File: src/rtl/axi_lite_regfile.sv
// AXI4-Lite slave exposing four 32-bit registers at 0x00, 0x04, 0x08 and 0x0C.
// The write and read channels each have their own small FSM and run concurrently.
// Optional build macro: AXIL_WSTRB_EN enables byte-lane write strobes.
// Without it, W_STRB is ignored and every valid write replaces the full word.
module axi_lite_regfile #(
    parameter int unsigned ADDR_WIDTH = 32,
    parameter int unsigned DATA_WIDTH = 32
) (
    input  logic                    A_CLK,
    input  logic                    A_RESET_n,
    input  logic [ADDR_WIDTH-1:0]   AW_ADDR,
    input  logic                    AW_VALID,
    output logic                    AW_READY,
    input  logic [DATA_WIDTH-1:0]   W_DATA,
    input  logic [DATA_WIDTH/8-1:0] W_STRB,
    input  logic                    W_VALID,
    output logic                    W_READY,
    output logic [1:0]              B_RESP,
    output logic                    B_VALID,
    input  logic                    B_READY,
    input  logic [ADDR_WIDTH-1:0]   AR_ADDR,
    input  logic                    AR_VALID,
    output logic                    AR_READY,
    output logic [DATA_WIDTH-1:0]   R_DATA,
    output logic [1:0]              R_RESP,
    output logic                    R_VALID,
    input  logic                    R_READY
);

    localparam int unsigned STRB_WIDTH = DATA_WIDTH / 8;
    localparam int unsigned NUM_REGS   = 4;
    localparam logic [1:0]  RESP_OKAY   = 2'b00;
    localparam logic [1:0]  RESP_SLVERR = 2'b10;

    typedef enum logic [1:0] {WIDLE, WCOLLECT, WRESP} wstate_t;
    typedef enum logic       {RIDLE, RDATA} rstate_t;

    // Only word-aligned offsets inside the 16-byte window decode to a register.
    function automatic logic addr_ok(input logic [ADDR_WIDTH-1:0] a);
        return (a[ADDR_WIDTH-1:4] == '0) && (a[1:0] == 2'b00);
    endfunction

    logic [DATA_WIDTH-1:0] regs [NUM_REGS];

    // ---------------- write path ----------------
    wstate_t               wstate, wstate_d;
    logic                  aw_held, w_held;
    logic [ADDR_WIDTH-1:0] addr_q;
    logic [DATA_WIDTH-1:0] data_q;
    logic                  aw_hs_c, w_hs_c, commit_c;
    logic [ADDR_WIDTH-1:0] wr_addr_c;
    logic [DATA_WIDTH-1:0] wr_data_c;
    logic [DATA_WIDTH-1:0] wr_merged_c;
    logic                  wr_ok_c;
    logic                  aw_ready_d, w_ready_d, b_valid_d, aw_held_d, w_held_d;
    logic [1:0]            b_resp_d;

    assign aw_hs_c   = AW_VALID && AW_READY;
    assign w_hs_c    = W_VALID && W_READY;
    // A beat handshaking this cycle is used directly so the commit lands on the later handshake.
    assign wr_addr_c = aw_hs_c ? AW_ADDR : addr_q;
    assign wr_data_c = w_hs_c ? W_DATA : data_q;
    assign wr_ok_c   = addr_ok(wr_addr_c);
    assign commit_c  = (wstate != WRESP) && (wstate_d == WRESP);

`ifdef AXIL_WSTRB_EN
    logic [STRB_WIDTH-1:0] strb_q;
    logic [STRB_WIDTH-1:0] wr_strb_c;

    assign wr_strb_c = w_hs_c ? W_STRB : strb_q;

    // Merge enabled byte lanes of the new data into the current register value.
    always_comb begin
        wr_merged_c = regs[wr_addr_c[3:2]];
        for (int unsigned b = 0; b < STRB_WIDTH; b++) begin
            if (wr_strb_c[b]) begin
                wr_merged_c[b*8 +: 8] = wr_data_c[b*8 +: 8];
            end
        end
    end

    // Strobes travel with the data beat.
    always_ff @(posedge A_CLK or negedge A_RESET_n) begin
        if (!A_RESET_n) begin
            strb_q <= '0;
        end else if (w_hs_c) begin
            strb_q <= W_STRB;
        end
    end
`else
    logic unused_strb_c;

    assign unused_strb_c = ^W_STRB;

    // Full-word write: strobes play no part.
    always_comb begin
        wr_merged_c = wr_data_c;
    end
`endif

    // Write FSM state register.
    always_ff @(posedge A_CLK or negedge A_RESET_n) begin
        if (!A_RESET_n) begin
            wstate <= WIDLE;
        end else begin
            wstate <= wstate_d;
        end
    end

    // Write FSM next state: collect address and data in either order, then respond.
    always_comb begin
        wstate_d = wstate;
        unique case (wstate)
            WIDLE: begin
                if (aw_hs_c && w_hs_c) begin
                    wstate_d = WRESP;
                end else if (aw_hs_c || w_hs_c) begin
                    wstate_d = WCOLLECT;
                end
            end
            WCOLLECT: begin
                if ((aw_held || aw_hs_c) && (w_held || w_hs_c)) begin
                    wstate_d = WRESP;
                end
            end
            WRESP: begin
                if (B_VALID && B_READY) begin
                    wstate_d = WIDLE;
                end
            end
            default: wstate_d = WIDLE;
        endcase
    end

    // Write outputs: one-cycle ready pulses, held flags, response on commit.
    always_comb begin
        aw_ready_d = 1'b0;
        w_ready_d  = 1'b0;
        b_valid_d  = B_VALID;
        b_resp_d   = B_RESP;
        aw_held_d  = aw_held || aw_hs_c;
        w_held_d   = w_held || w_hs_c;
        if (commit_c) begin
            b_valid_d = 1'b1;
            b_resp_d  = wr_ok_c ? RESP_OKAY : RESP_SLVERR;
            aw_held_d = 1'b0;
            w_held_d  = 1'b0;
        end else if (B_VALID && B_READY) begin
            b_valid_d = 1'b0;
        end
        // No new beat is taken while a response is pending or about to be.
        if (!commit_c && !B_VALID) begin
            aw_ready_d = AW_VALID && !AW_READY && !aw_held_d;
            w_ready_d  = W_VALID && !W_READY && !w_held_d;
        end
    end

    // Write channel output and capture registers.
    always_ff @(posedge A_CLK or negedge A_RESET_n) begin
        if (!A_RESET_n) begin
            AW_READY <= 1'b0;
            W_READY  <= 1'b0;
            B_VALID  <= 1'b0;
            B_RESP   <= RESP_OKAY;
            aw_held  <= 1'b0;
            w_held   <= 1'b0;
            addr_q   <= '0;
            data_q   <= '0;
        end else begin
            AW_READY <= aw_ready_d;
            W_READY  <= w_ready_d;
            B_VALID  <= b_valid_d;
            B_RESP   <= b_resp_d;
            aw_held  <= aw_held_d;
            w_held   <= w_held_d;
            if (aw_hs_c) begin
                addr_q <= AW_ADDR;
            end
            if (w_hs_c) begin
                data_q <= W_DATA;
            end
        end
    end

    // Register file: updated only on a commit to a decodable address.
    always_ff @(posedge A_CLK or negedge A_RESET_n) begin
        if (!A_RESET_n) begin
            for (int unsigned i = 0; i < NUM_REGS; i++) begin
                regs[i] <= '0;
            end
        end else if (commit_c && wr_ok_c) begin
            regs[wr_addr_c[3:2]] <= wr_merged_c;
        end
    end

    // ---------------- read path ----------------
    rstate_t               rstate, rstate_d;
    logic                  ar_hs_c;
    logic                  ar_ready_d, r_valid_d;
    logic [DATA_WIDTH-1:0] r_data_d;
    logic [1:0]            r_resp_d;

    assign ar_hs_c = AR_VALID && AR_READY;

    // Read FSM state register.
    always_ff @(posedge A_CLK or negedge A_RESET_n) begin
        if (!A_RESET_n) begin
            rstate <= RIDLE;
        end else begin
            rstate <= rstate_d;
        end
    end

    // Read FSM next state.
    always_comb begin
        rstate_d = rstate;
        unique case (rstate)
            RIDLE:   if (ar_hs_c) rstate_d = RDATA;
            RDATA:   if (R_READY) rstate_d = RIDLE;
            default: rstate_d = RIDLE;
        endcase
    end

    // Read outputs: data is sampled from the registers at the AR handshake edge,
    // so a same-edge write commit is not visible to this read.
    always_comb begin
        ar_ready_d = (rstate == RIDLE) && (rstate_d == RIDLE) && AR_VALID && !AR_READY;
        r_valid_d  = (rstate_d == RDATA);
        r_data_d   = R_DATA;
        r_resp_d   = R_RESP;
        if (ar_hs_c) begin
            if (addr_ok(AR_ADDR)) begin
                r_data_d = regs[AR_ADDR[3:2]];
                r_resp_d = RESP_OKAY;
            end else begin
                r_data_d = '0;
                r_resp_d = RESP_SLVERR;
            end
        end
    end

    // Read channel output registers.
    always_ff @(posedge A_CLK or negedge A_RESET_n) begin
        if (!A_RESET_n) begin
            AR_READY <= 1'b0;
            R_VALID  <= 1'b0;
            R_DATA   <= '0;
            R_RESP   <= RESP_OKAY;
        end else begin
            AR_READY <= ar_ready_d;
            R_VALID  <= r_valid_d;
            R_DATA   <= r_data_d;
            R_RESP   <= r_resp_d;
        end
    end

endmodule

File: config.mk
export PLATFORM = sky130hd
export DESIGN_NAME = axi_lite_regfile
export DESIGN_NICKNAME = d
export VERILOG_FILES = /design/src/rtl/axi_lite_regfile.sv
export SDC_FILE = /design/constraint.sdc
export NUM_CORES = 1
export LEC_CHECK = 0
export ABC_AREA = 1
export CORE_ASPECT_RATIO = 1.1
export CORE_MARGIN = 5
export CORE_UTILIZATION = 39
export CTS_CLUSTER_DIAMETER = 200
export DETAILED_ROUTE_END_ITERATION = 7
export GPL_TIMING_DRIVEN = 0
export SYNTH_ARGS = -nofsm -noshare
export SYNTH_HDL_FRONTEND = slang
export SYNTH_SLANG_ARGS = --single-unit
File: constraint.sdc
create_clock -name A_CLK -period 3.1 [get_ports A_CLK]
set_input_delay 0.62 -clock A_CLK [delete_from_list [all_inputs] [get_ports A_CLK]]
set_output_delay 0.62 -clock A_CLK [all_outputs]
set_load 0.05 [all_outputs]
Word-level counts from Yosys, hierarchy flattened
Cells that the tools add are included.
{"block": "word_totals", "ff_bits": 237, "inputBits": 107, "out_inout_bits": 41, "word_cells": 88}
{"block": "classes", "n_lt_le_gt_ge": 3, "eq_ne": 4, "muxes": 25, "bitwise": 4, "n_reduce_logical": 35}
{"operator": "32-bit two-way mux", "count": 6}
{"operator": "128-bit bitwise mux", "count": 1}
{"operator": "32-bit binary-select mux with 2-bit select", "count": 1}
{"operator": "32-bit demux with 2-bit select", "count": 1}
{"operator": "28-bit logical NOT", "count": 2}
{"operator": "1-bit logical AND", "count": 19}
{"operator": "2-bit two-way mux", "count": 6}
{"operator": "1-bit two-way mux", "count": 8}
{"operator": "1-bit logical NOT", "count": 7}
{"operator": "3-bit greater-or-equal comparator, second input constant", "count": 2}
{"operator": "2-bit logical NOT", "count": 3}
{"operator": "2-bit inverter with 3-bit output", "count": 2}
{"operator": "2-bit one-hot mux with 3 select lines", "count": 1}
{"operator": "2-bit equality test, second input constant", "count": 2}
{"operator": "1-bit logical OR", "count": 3}
{"operator": "3-bit by 1-bit < comparator with 1-bit output, second input constant", "count": 1}
{"operator": "2-bit by 1-bit equality test with 1-bit output, second input constant", "count": 1}
{"operator": "2-bit != test, second input constant", "count": 1}
{"operator": "1-bit inverter", "count": 2}
{"operator": "1-bit one-hot mux with 2 select lines", "count": 1}
{"operator": "2-bit nonzero test", "count": 1}

Depth between registers and ports, before layout
Gate-level depths: netlist of the first run.
{"block": "depth", "depth_word": 11, "ltp_mapped": 13, "ltp_nobuf": 11}

Least setup slack after synthesis of the first run
OpenSTA, ideal clock, no wires.
{"block": "synth_timing", "path_type": "reg2reg", "start": "register AW_READY", "end": "register regs[10] in the netlist's numbering", "arrival_time_ps": 2017, "required_ps": 2983, "path_slack_ps": 966, "stages_incl_launch_ff": 13, "n_path_buf": 3, "synth_period_minus_slack_ps": 2134, "cell_sequence": "dfrtp_1 -> buf_2 -> buf_6 -> nand3_1 -> nand2_1 -> nand2_1 -> nor2_1 -> nand2_1 -> nor2_2 -> nand4_2 -> buf_2 -> nand2_1 -> nand2_1"}
{"block": "synth_between", "elab_chain_len": 8, "word_cells_on_any_way": 23}
{"element": "start: declaration", "line": "13", "rtl": "output logic AW_READY,"}
{"element": "start signal: assignment", "line": "170", "rtl": "AW_READY <= aw_ready_d;"}
{"element": "1-bit logical AND (*)", "line": "58", "rtl": "assign aw_hs_c = AW_VALID && AW_READY;"}
{"element": "32-bit two-way mux, or another cell as far along"}
{"element": "2-bit inverter with 3-bit output (not written as such), or another cell as far along", "line": "192", "rtl": "regs[wr_addr_c[3:2]] <= wr_merged_c;"}
{"element": "3-bit greater-or-equal comparator (not written as such), or another cell as far along", "line": "192"}
{"element": "1-bit logical AND (not written as such) / 2-bit one-hot mux with 3 select lines (equally long branches)", "line": "192, 113"}
{"element": "32-bit two-way mux (not written as such) / 2-bit equality test (equally long branches)", "line": "192, 64"}
{"element": "32-bit demux with 2-bit select / 1-bit logical AND (equally long branches)", "line": "192, 64"}
{"element": "128-bit bitwise mux / 1-bit logical AND (equally long branches)", "line": "192, 191"}
{"element": "end signal: indexed assignment", "line": "192"}
{"element": "end: declaration", "line": "43", "rtl": "logic [DATA_WIDTH-1:0] regs [NUM_REGS];"}
Every way passes the cells marked *; elsewhere a longest branch is shown, timed or not.
A chain may end at the register's enable or synchronous reset.

Worst setup path in the final report of the first run
{"block": "layout_timing", "start": "input port AR_VALID", "end": "register R_DATA[12]"}
{"block": "layout_between", "elab_chain_len": 1}
{"element": "start: declaration", "line": "22", "rtl": "input logic AR_VALID,"}
{"element": "1-bit logical AND", "line": "203", "rtl": "assign ar_hs_c = AR_VALID && AR_READY;"}
{"element": "end signal: assignment", "line": "252", "rtl": "R_DATA <= r_data_d;"}
{"element": "end: declaration", "line": "24", "rtl": "output logic [DATA_WIDTH-1:0] R_DATA,"}
No other way between the ends.

==> run summary, run 1 <==
STATUS
------------------------------------------------------------------------------------------
Outcome                                                                       complete, no violations

POWER
------------------------------------------------------------------------------------------
Flop pwr share                                                                       0.463
Share of total power in combinational logic                                          0.067
Peak ir drop on the vdd network                                                   0.290 mV
Total power density per cell area                                              493 mW/mm^2
Share of power burned in the clock network                                           0.470
Leakage power                                                                   0.00703 uW
Net switching power                                                                1510 uW
Fraction of power spent switching nets                                               0.226
Internal cell power                                                                5160 uW

FLOORPLANNING
------------------------------------------------------------------------------------------
Starting utilization of the core area                                                0.397
Total core area                                                                0.0270 mm^2
Die extent in x                                                                     168 um
Die area                                                                       0.0310 mm^2
Number of top-level pins                                                               148
Die Ht                                                                              184 um
Number of core rows                                                                     63

TIMING
------------------------------------------------------------------------------------------
Hold violation total from the final report                                               0
Actual slew at the worst max-slew pin                                             0.843 ns
Setup TNS                                                                             0 ns
Relative slew slack                                                                  0.436
Final worst path period share                                                        0.836
Max Transition Viols Final                                                               0
RSZ-0062 raised after global routing                                                 false
Total of endpoints with negative setup slack in the final report                         0
Post-route worst hold slack                                                       0.461 ns
Fmax                                                                             0.386 GHz
Fin Clk Skew                                                                    0.00953 ns
Min Tclk post-route                                                                2.59 ns

CRITICAL PATH
------------------------------------------------------------------------------------------
Worst Path Required                                                                3.56 ns
Worst path top cell family by delay                                           simple AND/OR/NAND/NOR gates
Type of destination of the critical path                                              flop
Worst Path Class, Setup                                                       input port to flop
Max stage delay on crit path                                                       0.68 ns
Critical path arrival                                                              3.05 ns
Critical path's slowest cell                                                  sky130_fd_sc_hd__nor2_1
Critical path cell sequence                                                   clkdlybuf4s50_1 -> nand2_1 -> nor3_1 -> nand4_1 -> nor2_1 -> clkbuf_1 -> nand2_1 -> nand2_1
Critical Path Source Type                                                       input port
Worst path buffer plus inverter count                                                    2
Crit Path Max Fanout                                                                    10
Most common cell on crit path                                                 sky130_fd_sc_hd__nand2_1

DETAILED ROUTING
------------------------------------------------------------------------------------------
Total DRC errors in the routed layout                                                    0
Overall routed net length                                                         32000 um
WL per Instance                                                                    17.7 um
First DRT Iteration DRCs                                                               828
Count of antenna-violating nets left after detailed routing                              0
Via density per instance                                                              5.23
Total vias in the final route                                                         9493
Detailed-routing iteration count for the pre-antenna-repair pass                         6

SYNTH
------------------------------------------------------------------------------------------
Mapped Area                                                                    0.0107 mm^2
Count of flip-flops with a built-in enable after synthesis                               0
Number of flip-flops and latches in the synthesized netlist                            235
Seq/Total Area, Yosys                                                                0.547
Top flip-flop cell by instance count after synthesis                          sky130_fd_sc_hd__dfrtp_1
Share of synthesized flip-flops with an asynchronous set or reset                     1.00
Count of different cell masters after synthesis                                         28
Yosys warning count                                                                      0
Mean area per synthesized cell                                                   8.48 um^2
Number of instances in the synthesized netlist                                        1267

GRT
------------------------------------------------------------------------------------------
Maximum number of pins on one net before global-route repair                           114
Aggregate global routing overflow                                                        0
Total global routing track utilization                                               0.205
Global-route wire length before repair                                            51500 um
Via count of the first global-routing pass                                            9469
Number of antenna violations at the first check in global routing                        1

CLOCKING
------------------------------------------------------------------------------------------
CTS tree                                                                              done
Clock latency at the later pin of the worst-skew pair                              0.52 ns
Cts repair resizes                                                                       0
Clock buffers created by TritonCTS                                                      25
Clock tree buffer depth                                                                  3
Clock root cell                                                               sky130_fd_sc_hd__clkbuf_16
Clock edge transition at the registers on the reported setup and hold paths        0.06 ns
Number of H-tree branching levels                                                        1
Number of clock sinks seen by CTS                                                      235

FINAL LAYOUT
------------------------------------------------------------------------------------------
Final Non-Filler Cells                                                                1814
Highest-count cells in the layout ignoring fill and taps                      463 x sky130_fd_sc_hd__nand2_1, 235 x sky130_fd_sc_hd__dfrtp_1, 139 x sky130_fd_sc_hd__clkdlybuf4s50_1
Most common cell after layout, fill and taps aside                            sky130_fd_sc_hd__nand2_1
Core occupancy in the finished layout                                                0.500
Area of all sequential standard cells                                         0.00588 mm^2
Total area of multi-input combinational cells                                 0.00424 mm^2
Synth-to-Final Area Change                                                           25.8%
Fraction of layout cells with a size suffix above 1                                 0.0955
Final Net Count                                                                       1545
Layout fillers                                                                        2593

PLACED DESIGN
------------------------------------------------------------------------------------------
# placed instances                                                                    1767
Placed wire-length estimate after detailed placement                              22000 um
GPL Wtd Cong                                                                         0.859
IO Port Bufs                                                                           140

WORST HOLD PATH
------------------------------------------------------------------------------------------
Path class of the lowest-slack min-delay path                                 flop to flop

JOB
------------------------------------------------------------------------------------------
Reported max-cap violation count                                                         0

-- Yosys cell counts, types with 11 or more instances --
master	instances	share of area
sky130_fd_sc_hd__buf_2	34	0.016
sky130_fd_sc_hd__buf_4	11	0.0077
sky130_fd_sc_hd__clkbuf_1	43	0.015
sky130_fd_sc_hd__dfrtp_1	235	0.55
sky130_fd_sc_hd__inv_1	33	0.012
sky130_fd_sc_hd__mux2_2	32	0.034
sky130_fd_sc_hd__nand2_1	463	0.16
sky130_fd_sc_hd__nand3_1	40	0.019
sky130_fd_sc_hd__nand4_1	130	0.076
sky130_fd_sc_hd__nor2_1	99	0.035
sky130_fd_sc_hd__o21ai_0	67	0.031
sky130_fd_sc_hd__o22ai_1	32	0.019
-- layout make-up --
class,instances,area share
Tap cell,357,0.0330
Clock buffer,35,0.0513
Buffer,96,0.0351
Clock inverter,10,0.0115
Antenna cell,1,0.000185
Sequential cell,235,0.435
Timing Repair Buffer,143,0.109
Multi-Input combinational cell,895,0.313
Inverter,42,0.0117
-- final timing paths --
path,from,cells after the start,slack [ns],end
max,AR_VALID,8,0.51,R_DATA[12]$_DFFE_PN0P_
min,AR_READY$_DFF_PN0_,1,0.46,AR_READY$_DFF_PN0_
max reg2reg,AW_READY$_DFF_PN0_,12,0.67,regs[119]$_DFFE_PN0P_
min reg2reg,AR_READY$_DFF_PN0_,1,0.46,AR_READY$_DFF_PN0_
max in group asynchronous,A_RESET_n,3,1.75,addr_q[13]$_DFF_PN0_
min in group asynchronous,A_RESET_n,2,0.52,data_q[16]$_DFF_PN0_
-- logic make-up (layout without fill, tap and decap cells) --
family / Yosys count / after routing / synth area share
compound gates: 108 / 108 / 0.0547
buf+inv: 138 / 326 / 0.0588
flops: 235 / 235 / 0.547
mux: 32 / 32 / 0.0335
other cells: 1 / 3 / 0.000349
simple gates: 753 / 753 / 0.305
-- power by group through the flow --
| stage | clock [uW] | combinational [uW] | sequential (uW) |
|---|---|---|---|
| final | 3130 | 445 | 3090 |
| after global routing | 3310 | 486 | 3090 |
| after CTS | 3200 | 454 | 3090 |
| after detailed placement | 0 | 452 | 3140 |
| after global placement | 0 | 441 | 3150 |
| after floorplan | 0 | 127 | 3180 |
-- state kept, by name (all words and copies together) (netlist names) --
register and flops:
B_VALID 1, R_VALID 1, wstate 2, w_held 1
W_READY 1, AW_READY 1, R_RESP 1, R_DATA 32
aw_held 1, B_RESP 1, AR_READY 1, addr_q 32
data_q 32, regs 128
-- worst register-to-register path: cells and delay by family (launching register included) --
kind                   cells  cell delay, ns
DFF                        1            0.43
and+or+nand+nor           10            1.23
buffers and inverters      2            0.67
-- stage by stage --
stage	cell area (um^2)	setup WS [ns]	power, uW
final	13500	0.507	6660
after global routing	13500	0.259	6880
after CTS	13500	0.421	6740
after detailed placement	12700	-0.100	3590
after global placement	12600	-9.05	3590
after floorplan	10700	0.966	3310
-- timing repair --
action	4_1_cts	5_1_grt
setup endpoints to repair	0	0
setup buffers	0	0
hold buffers	1	0
endpoints found under the hold margin	16	0
-- per-layer routing --
layer | share of wire | vias to the layer above | track usage | wire length (um)
li1 | - | 4568 | - | -
met1 | 0.43 | 4559 | 0.278 | 13900
met2 | 0.48 | 316 | 0.344 | 15400
met3 | 0.065 | 50 | 0.0327 | 2090
met4 | 0.023 | 0 | 0.0575 | 739
met5 | 0 | - | 0 | 0
Note: power is estimated with default switching activity, not from simulation.
==> run 2: changes to the inputs <==
==> constraint.sdc (replaced) <==
create_clock -name A_CLK -period 2.1 [get_ports A_CLK]
set_input_delay 0.42 -clock A_CLK [delete_from_list [all_inputs] [get_ports A_CLK]]
set_output_delay 0.42 -clock A_CLK [all_outputs]
set_load 0.05 [all_outputs]
==> run summary, run 2 (synthesis gave the netlist of run 1 again) <==
STATUS
------------------------------------------------------------------------------------------
Outcome                                                                       finished with violations
Violations in the final reports                                               setup timing

POWER
------------------------------------------------------------------------------------------
Net switching power                                                                2190 uW
Post-route total power                                                             9780 uW
Total power density per cell area                                              692 mW/mm^2
Flop pwr share                                                                       0.466
Leakage power                                                                   0.00751 uW
Peak ir drop on the vdd network                                                   0.445 mV
Internal cell power                                                                7590 uW
Share of total power in combinational logic                                          0.066
Fraction of power spent switching nets                                               0.224
Share of power burned in the clock network                                           0.468

CRITICAL PATH
------------------------------------------------------------------------------------------
Worst path buffer plus inverter count                                                    6
Crit Path Max Fanout                                                                     5
Critical path's slowest cell                                                  sky130_fd_sc_hd__dfrtp_2
Critical path arrival                                                              2.60 ns
Critical path cell sequence                                                   buf_4 -> clkbuf_16 -> nand3_1 -> nand2_1 -> nor2_1 -> nand2_1 -> inv_2 -> nand2_2 -> nor2_4 -> buf_6 -> nand4_4 -> buf_4 -> buf_6 -> nand2_1 -> nand2_1
Max stage delay on crit path                                                       0.46 ns
Worst Path Class, Setup                                                       flop to flop
Critical Path Source Type                                                             flop
Type of destination of the critical path                                              flop
Worst path top cell family by delay                                           simple AND/OR/NAND/NOR gates
Worst Path Required                                                                2.50 ns
Most common cell on crit path                                                 sky130_fd_sc_hd__nand2_1

GRT
------------------------------------------------------------------------------------------
Aggregate global routing overflow                                                        0
Via count of the first global-routing pass                                            9661
Number of antenna violations at the first check in global routing                        0
Maximum number of pins on one net before global-route repair                            81
Global-route wire length before repair                                            52200 um
Total global routing track utilization                                               0.208

CLOCKING
------------------------------------------------------------------------------------------
Clock latency at the later pin of the worst-skew pair                              0.52 ns
Clock edge transition at the registers on the reported setup and hold paths        0.06 ns
Clock buffers created by TritonCTS                                                      25
Clock tree buffer depth                                                                  3
CTS tree                                                                              done
Clock root cell                                                               sky130_fd_sc_hd__clkbuf_16
Number of H-tree branching levels                                                        1
Number of clock sinks seen by CTS                                                      235

FINAL LAYOUT
------------------------------------------------------------------------------------------
Flip-flop count of the largest register, all copies and words added                    128
Layout fillers                                                                        2553
Final non-filler cell area                                                     0.0141 mm^2
Synth-to-Final Area Change                                                           31.6%
Total area of multi-input combinational cells                                 0.00437 mm^2
Final Net Count                                                                       1562
Top register by number of flip-flops                                                  regs
# diodes                                                                                 0
Highest-count cells in the layout ignoring fill and taps                      456 x sky130_fd_sc_hd__nand2_1, 234 x sky130_fd_sc_hd__dfrtp_1, 130 x sky130_fd_sc_hd__nand4_1
Core occupancy in the finished layout                                                0.523
Area of all sequential standard cells                                         0.00588 mm^2
Fraction of layout cells with a size suffix above 1                                  0.136
Most common cell after layout, fill and taps aside                            sky130_fd_sc_hd__nand2_1

TIMING
------------------------------------------------------------------------------------------
Actual slew at the worst max-slew pin                                             0.732 ns
Fin Clk Skew                                                                     0.0142 ns
Final worst path period share                                                         1.05
Hold violation total from the final report                                               0
Fmax                                                                             0.455 GHz
Post-layout worst setup margin                                                  -0.0974 ns
Relative slew slack                                                                  0.512
Total of endpoints with negative setup slack in the final report                       116
Max Transition Viols Final                                                               0
Min Tclk post-route                                                                2.20 ns
RSZ-0062 raised after global routing                                                  true

DETAILED ROUTING
------------------------------------------------------------------------------------------
Via density per instance                                                              5.22
Total DRC errors in the routed layout                                                    0
First DRT Iteration DRCs                                                               847
Overall routed net length                                                         32900 um
WL per Instance                                                                    18.0 um
Count of antenna-violating nets left after detailed routing                              0
Detailed-routing iteration count for the pre-antenna-repair pass                         5
Total vias in the final route                                                         9551

PLACED DESIGN
------------------------------------------------------------------------------------------
IO Port Bufs                                                                           140
Placed wire-length estimate after detailed placement                              21900 um
Instance area at placement                                                     0.0127 mm^2
GPL Wtd Cong                                                                         0.851
Worst slack after detailed placement                                             -0.969 ns

WORST HOLD PATH
------------------------------------------------------------------------------------------
Path class of the lowest-slack min-delay path                                 input port to flop

FLOORPLANNING
------------------------------------------------------------------------------------------
Starting utilization of the core area                                                0.397
Number of top-level pins                                                               148
Total core area                                                                0.0270 mm^2
Die area                                                                       0.0310 mm^2
Die Ht                                                                              184 um
Number of core rows                                                                     63
Die extent in x                                                                     168 um

JOB
------------------------------------------------------------------------------------------
Reported max-cap violation count                                                         0

==> run 2: changes by cell type in the layout (fill, tap and decap cells not counted), sizes merged <==
cell,before,now
dlymetal6s2s,0,3
clkinv,6,4
diode,1,0
dlygate4sd2,0,37
clkbuf,78,87
bufinv,4,2
buf,56,70
clkdlybuf4s50,139,99
clkinvlp,2,0
==> run 2: per-stage QoR <==
step | setup TNS, ns | hold slack [ns] | std cells
finish | -3.81 | 0.434 | 1830
global route | -20.12 | 0.449 | 1830
CTS | -2.56 | 0.432 | 1817
detailed placement | -132.45 | 0.450 | 1767
global placement | -2433.06 | 0.444 | 1765
floorplan | 0 | 0.124 | 1268
==> run 2: timing repair <==
item,in CTS,in global routing
endpoints found under the hold margin,79,0
buffers inserted,3,8
pin swaps,1,6
cloned,1,5
hold buffers,1,0
endpoints found under the setup margin,197,145
resized for setup,125,61
==> run 2: area by class of cell <==
type | count | area share
Tap cell | 357 | 0.0316
Sequential cell | 235 | 0.416
Buffer | 96 | 0.0536
Clock buffer | 41 | 0.0556
Inverter | 42 | 0.0111
Multi-Input combinational cell | 895 | 0.309
Clock inverter | 4 | 0.00495
Timing Repair Buffer | 160 | 0.118
==> run 2: power groups by stage <==
stage	Clock [uW]	Sequential (uW)	Combinational, uW
3_5_place_dp	0	4640	667
6_report	4580	4560	649
4_1_cts	4650	4560	660
3_3_place_gp	0	4640	652
2_1_floorplan	0	4690	188
5_1_grt	4880	4560	713
==> run 2: path summary, 6_finish.rpt <==
kind	startpoint	to	slack (ns)	depth (start not counted)
setup / recovery	AW_READY$_DFF_PN0_	regs[97]$_DFFE_PN0P_	-0.1	15
hold / removal	AW_VALID	addr_q[30]$_DFF_PN0_	0.43	4
setup reg to reg	AW_READY$_DFF_PN0_	regs[97]$_DFFE_PN0P_	-0.1	15
hold reg to reg	AR_READY$_DFF_PN0_	AR_READY$_DFF_PN0_	0.45	1
max in group asynchronous	A_RESET_n	AW_READY$_DFF_PN0_	0.38	4
min in group asynchronous	A_RESET_n	data_q[16]$_DFF_PN0_	0.47	2
==> run 2: worst register-to-register path, delay by kind of cell (launching register included) <==
| family | cells | cell delay (ns) |
|---|---|---|
| buffers and inverters | 6 | 0.81 |
| DFF | 1 | 0.46 |
| and+or+nand+nor | 9 | 0.81 |
==> run 2: metal layers <==
| layer | global-route usage | wire, um |
|---|---|---|
| met4 | 0.0718 | 926 |
| met5 | 0 | 0 |
| met1 | 0.281 | 14300 |
| met3 | 0.0329 | 2050 |
| met2 | 0.342 | 15600 |
==> run 3: changes to the inputs <==
--- a/config.mk
+++ b/config.mk
@@ -7,11 +7,11 @@
 export LEC_CHECK = 0
 export ABC_AREA = 1
 export CORE_ASPECT_RATIO = 1.1
-export CORE_MARGIN = 5
-export CORE_UTILIZATION = 39
+export CORE_UTILIZATION = 50
 export CTS_CLUSTER_DIAMETER = 200
 export DETAILED_ROUTE_END_ITERATION = 7
 export GPL_TIMING_DRIVEN = 0
+export PLACE_DENSITY = 0.77
 export SYNTH_ARGS = -nofsm -noshare
 export SYNTH_HDL_FRONTEND = slang
 export SYNTH_SLANG_ARGS = --single-unit
==> run summary, run 3 (synthesis gave the netlist of run 1 again) <==
FLOORPLANNING
------------------------------------------------------------------------------------------
Number of core rows                                                                     55
Starting utilization of the core area                                                0.515
Die extent in x                                                                     142 um
Die area                                                                       0.0221 mm^2
Die Ht                                                                              156 um
Number of top-level pins                                                               148
Total core area                                                                0.0209 mm^2

CLOCKING
------------------------------------------------------------------------------------------
Clock latency at the later pin of the worst-skew pair                              0.53 ns
Clock tree buffer depth                                                                  3
CTS tree                                                                              done
Clock edge transition at the registers on the reported setup and hold paths        0.06 ns
Number of H-tree branching levels                                                        1
Number of clock sinks seen by CTS                                                      235
Clock root cell                                                               sky130_fd_sc_hd__clkbuf_16
Clock buffers created by TritonCTS                                                      24

CRITICAL PATH
------------------------------------------------------------------------------------------
Worst Path Class, Setup                                                       flop to flop
Worst reg2reg startpoint                                                      AW_READY$_DFF_PN0_
Critical path arrival                                                              2.70 ns
Critical Path Source Type                                                             flop
Crit Path Max Fanout                                                                     6
Worst Path Required                                                                2.51 ns
Type of destination of the critical path                                              flop
Startpoint of the worst setup timing path                                     AW_READY$_DFF_PN0_

FINAL LAYOUT
------------------------------------------------------------------------------------------
# diodes                                                                                 0
Most common cell after layout, fill and taps aside                            sky130_fd_sc_hd__nand2_1
Synth-to-Final Area Change                                                           32.1%
Final Non-Filler Cells                                                                1757
Highest-count cells in the layout ignoring fill and taps                      439 x sky130_fd_sc_hd__nand2_1, 234 x sky130_fd_sc_hd__dfrtp_1, 130 x sky130_fd_sc_hd__nand4_1
Fraction of layout cells with a size suffix above 1                                  0.155
Top register by number of flip-flops                                                  regs
Core occupancy in the finished layout                                                0.681
Flip-flop count of the largest register, all copies and words added                    128
Final Net Count                                                                       1562

STATUS
------------------------------------------------------------------------------------------
Outcome                                                                       finished with violations
Violations in the final reports                                               setup timing

TIMING
------------------------------------------------------------------------------------------
Fmax                                                                             0.437 GHz
RSZ-0062 raised after global routing                                                  true
Min Tclk post-route                                                                2.29 ns
Max Transition Viols Final                                                               0
Relative slew slack                                                                  0.610
Hold violation total from the final report                                               0
Actual slew at the worst max-slew pin                                             0.585 ns
Final worst path period share                                                         1.09
Fin Clk Skew                                                                     0.0148 ns
Total of endpoints with negative setup slack in the final report                       124
Post-layout worst setup margin                                                   -0.190 ns

PLACED DESIGN
------------------------------------------------------------------------------------------
# placed instances                                                                    1695
GPL Wtd Cong                                                                         0.865
Placed wire-length estimate after detailed placement                              20400 um
Worst slack after detailed placement                                             -0.798 ns
IO Port Bufs                                                                           140

GRT
------------------------------------------------------------------------------------------
Aggregate global routing overflow                                                        0
Maximum number of pins on one net before global-route repair                            98
Via count of the first global-routing pass                                            9625
Global-route wire length before repair                                            48800 um
Total global routing track utilization                                               0.281
Number of antenna violations at the first check in global routing                        0

DETAILED ROUTING
------------------------------------------------------------------------------------------
Count of antenna-violating nets left after detailed routing                              0
Via density per instance                                                              5.76
Detailed-routing iteration count for the pre-antenna-repair pass                         5
First DRT Iteration DRCs                                                              1048
Total vias in the final route                                                        10119
Overall routed net length                                                         32100 um
Total DRC errors in the routed layout                                                    0
WL per Instance                                                                    18.3 um

JOB
------------------------------------------------------------------------------------------
Reported max-cap violation count                                                         0

POWER
------------------------------------------------------------------------------------------
Leakage power                                                                   0.00772 uW
Total power density per cell area                                              669 mW/mm^2
Post-route total power                                                             9500 uW
Peak ir drop on the vdd network                                                   0.491 mV

WORST HOLD PATH
------------------------------------------------------------------------------------------
Path class of the lowest-slack min-delay path                                 input port to asynchronous set/reset pin

## run 3: where the power goes
group | internal (uW) | switching [uW] | total (uW) | leakage [uW]
Sequential | 4540 | 12.5 | 4560 | 0.00325
Combinational | 268 | 381 | 649 | 0.00406
Clock | 2520 | 1770 | 4290 | 0.000397
Total | 7330 | 2170 | 9500 | 0.00772
## run 3: worst paths after layout
| path | slack (ns) | depth (start not counted) | endpoint |
|---|---|---|---|
| hold / removal | 0.43 | 2 | R_DATA[16]$_DFFE_PN0P_ |
| setup reg to reg | -0.19 | 14 | regs[97]$_DFFE_PN0P_ |
| hold reg to reg | 0.47 | 2 | regs[68]$_DFFE_PN0P_ |
| min in group A_CLK | 0.44 | 2 | R_VALID$_DFF_PN0_ |
| setup / recovery | -0.19 | 14 | regs[97]$_DFFE_PN0P_ |
| max in group asynchronous | 0.80 | 3 | addr_q[14]$_DFF_PN0_ |
## run 3: area by class of cell
class / count / area [um^2]
fill: 1615 / 6650
timing repair buffer: 161 / 1770
inverter: 42 / 158
clock buffer: 39 / 778
tap: 285 / 357
clock inverter: 4 / 22.5
sequential: 235 / 5880
buffer: 96 / 758
multi-input combinational: 895 / 4470
## run 3: through the flow
step            TNS, ns  hold WS, ns  cell area, um^2
2_1_floorplan         0        0.124            10700
3_3_place_gp   -2301.67        0.443            12500
3_5_place_dp    -126.69        0.413            12600
4_1_cts           -3.21        0.441            13500
5_1_grt          -19.08        0.451            14200
6_report         -11.81        0.425            14200
## run 3: routing by layer
layer,up-vias,part of all wire,GRT usage
met5,-,0,0
met3,110,0.084,0.0454
li1,4602,-,-
met4,0,0.039,0.126
met2,537,0.49,0.481
met1,4870,0.39,0.351
## run 3: what timing repair did
action | 4_1_cts | 5_1_grt
pin swaps | 0 | 39
hold buffers | 1 | 0
buffers inserted | 0 | 10
resized for setup | 88 | 126
hold endpoints to repair | 65 | 0
gates cloned | 0 | 8
setup endpoints to repair | 181 | 161
## run 3: critical path, cell delays in order, from the launching register on
cell                        delay [ns]
sky130_fd_sc_hd__dfrtp_2          0.46
sky130_fd_sc_hd__buf_4            0.16
sky130_fd_sc_hd__clkbuf_16        0.14
sky130_fd_sc_hd__nand3_1          0.09
sky130_fd_sc_hd__nand2_1          0.11
sky130_fd_sc_hd__clkinv_1         0.07
sky130_fd_sc_hd__nand2_1          0.05
sky130_fd_sc_hd__nor2_1           0.08
sky130_fd_sc_hd__nand2_1          0.10
sky130_fd_sc_hd__nor2_4           0.18
sky130_fd_sc_hd__buf_12           0.14
sky130_fd_sc_hd__nand4_4          0.21
sky130_fd_sc_hd__clkbuf_16        0.25
sky130_fd_sc_hd__nand2_4          0.06
sky130_fd_sc_hd__nand2_1          0.06
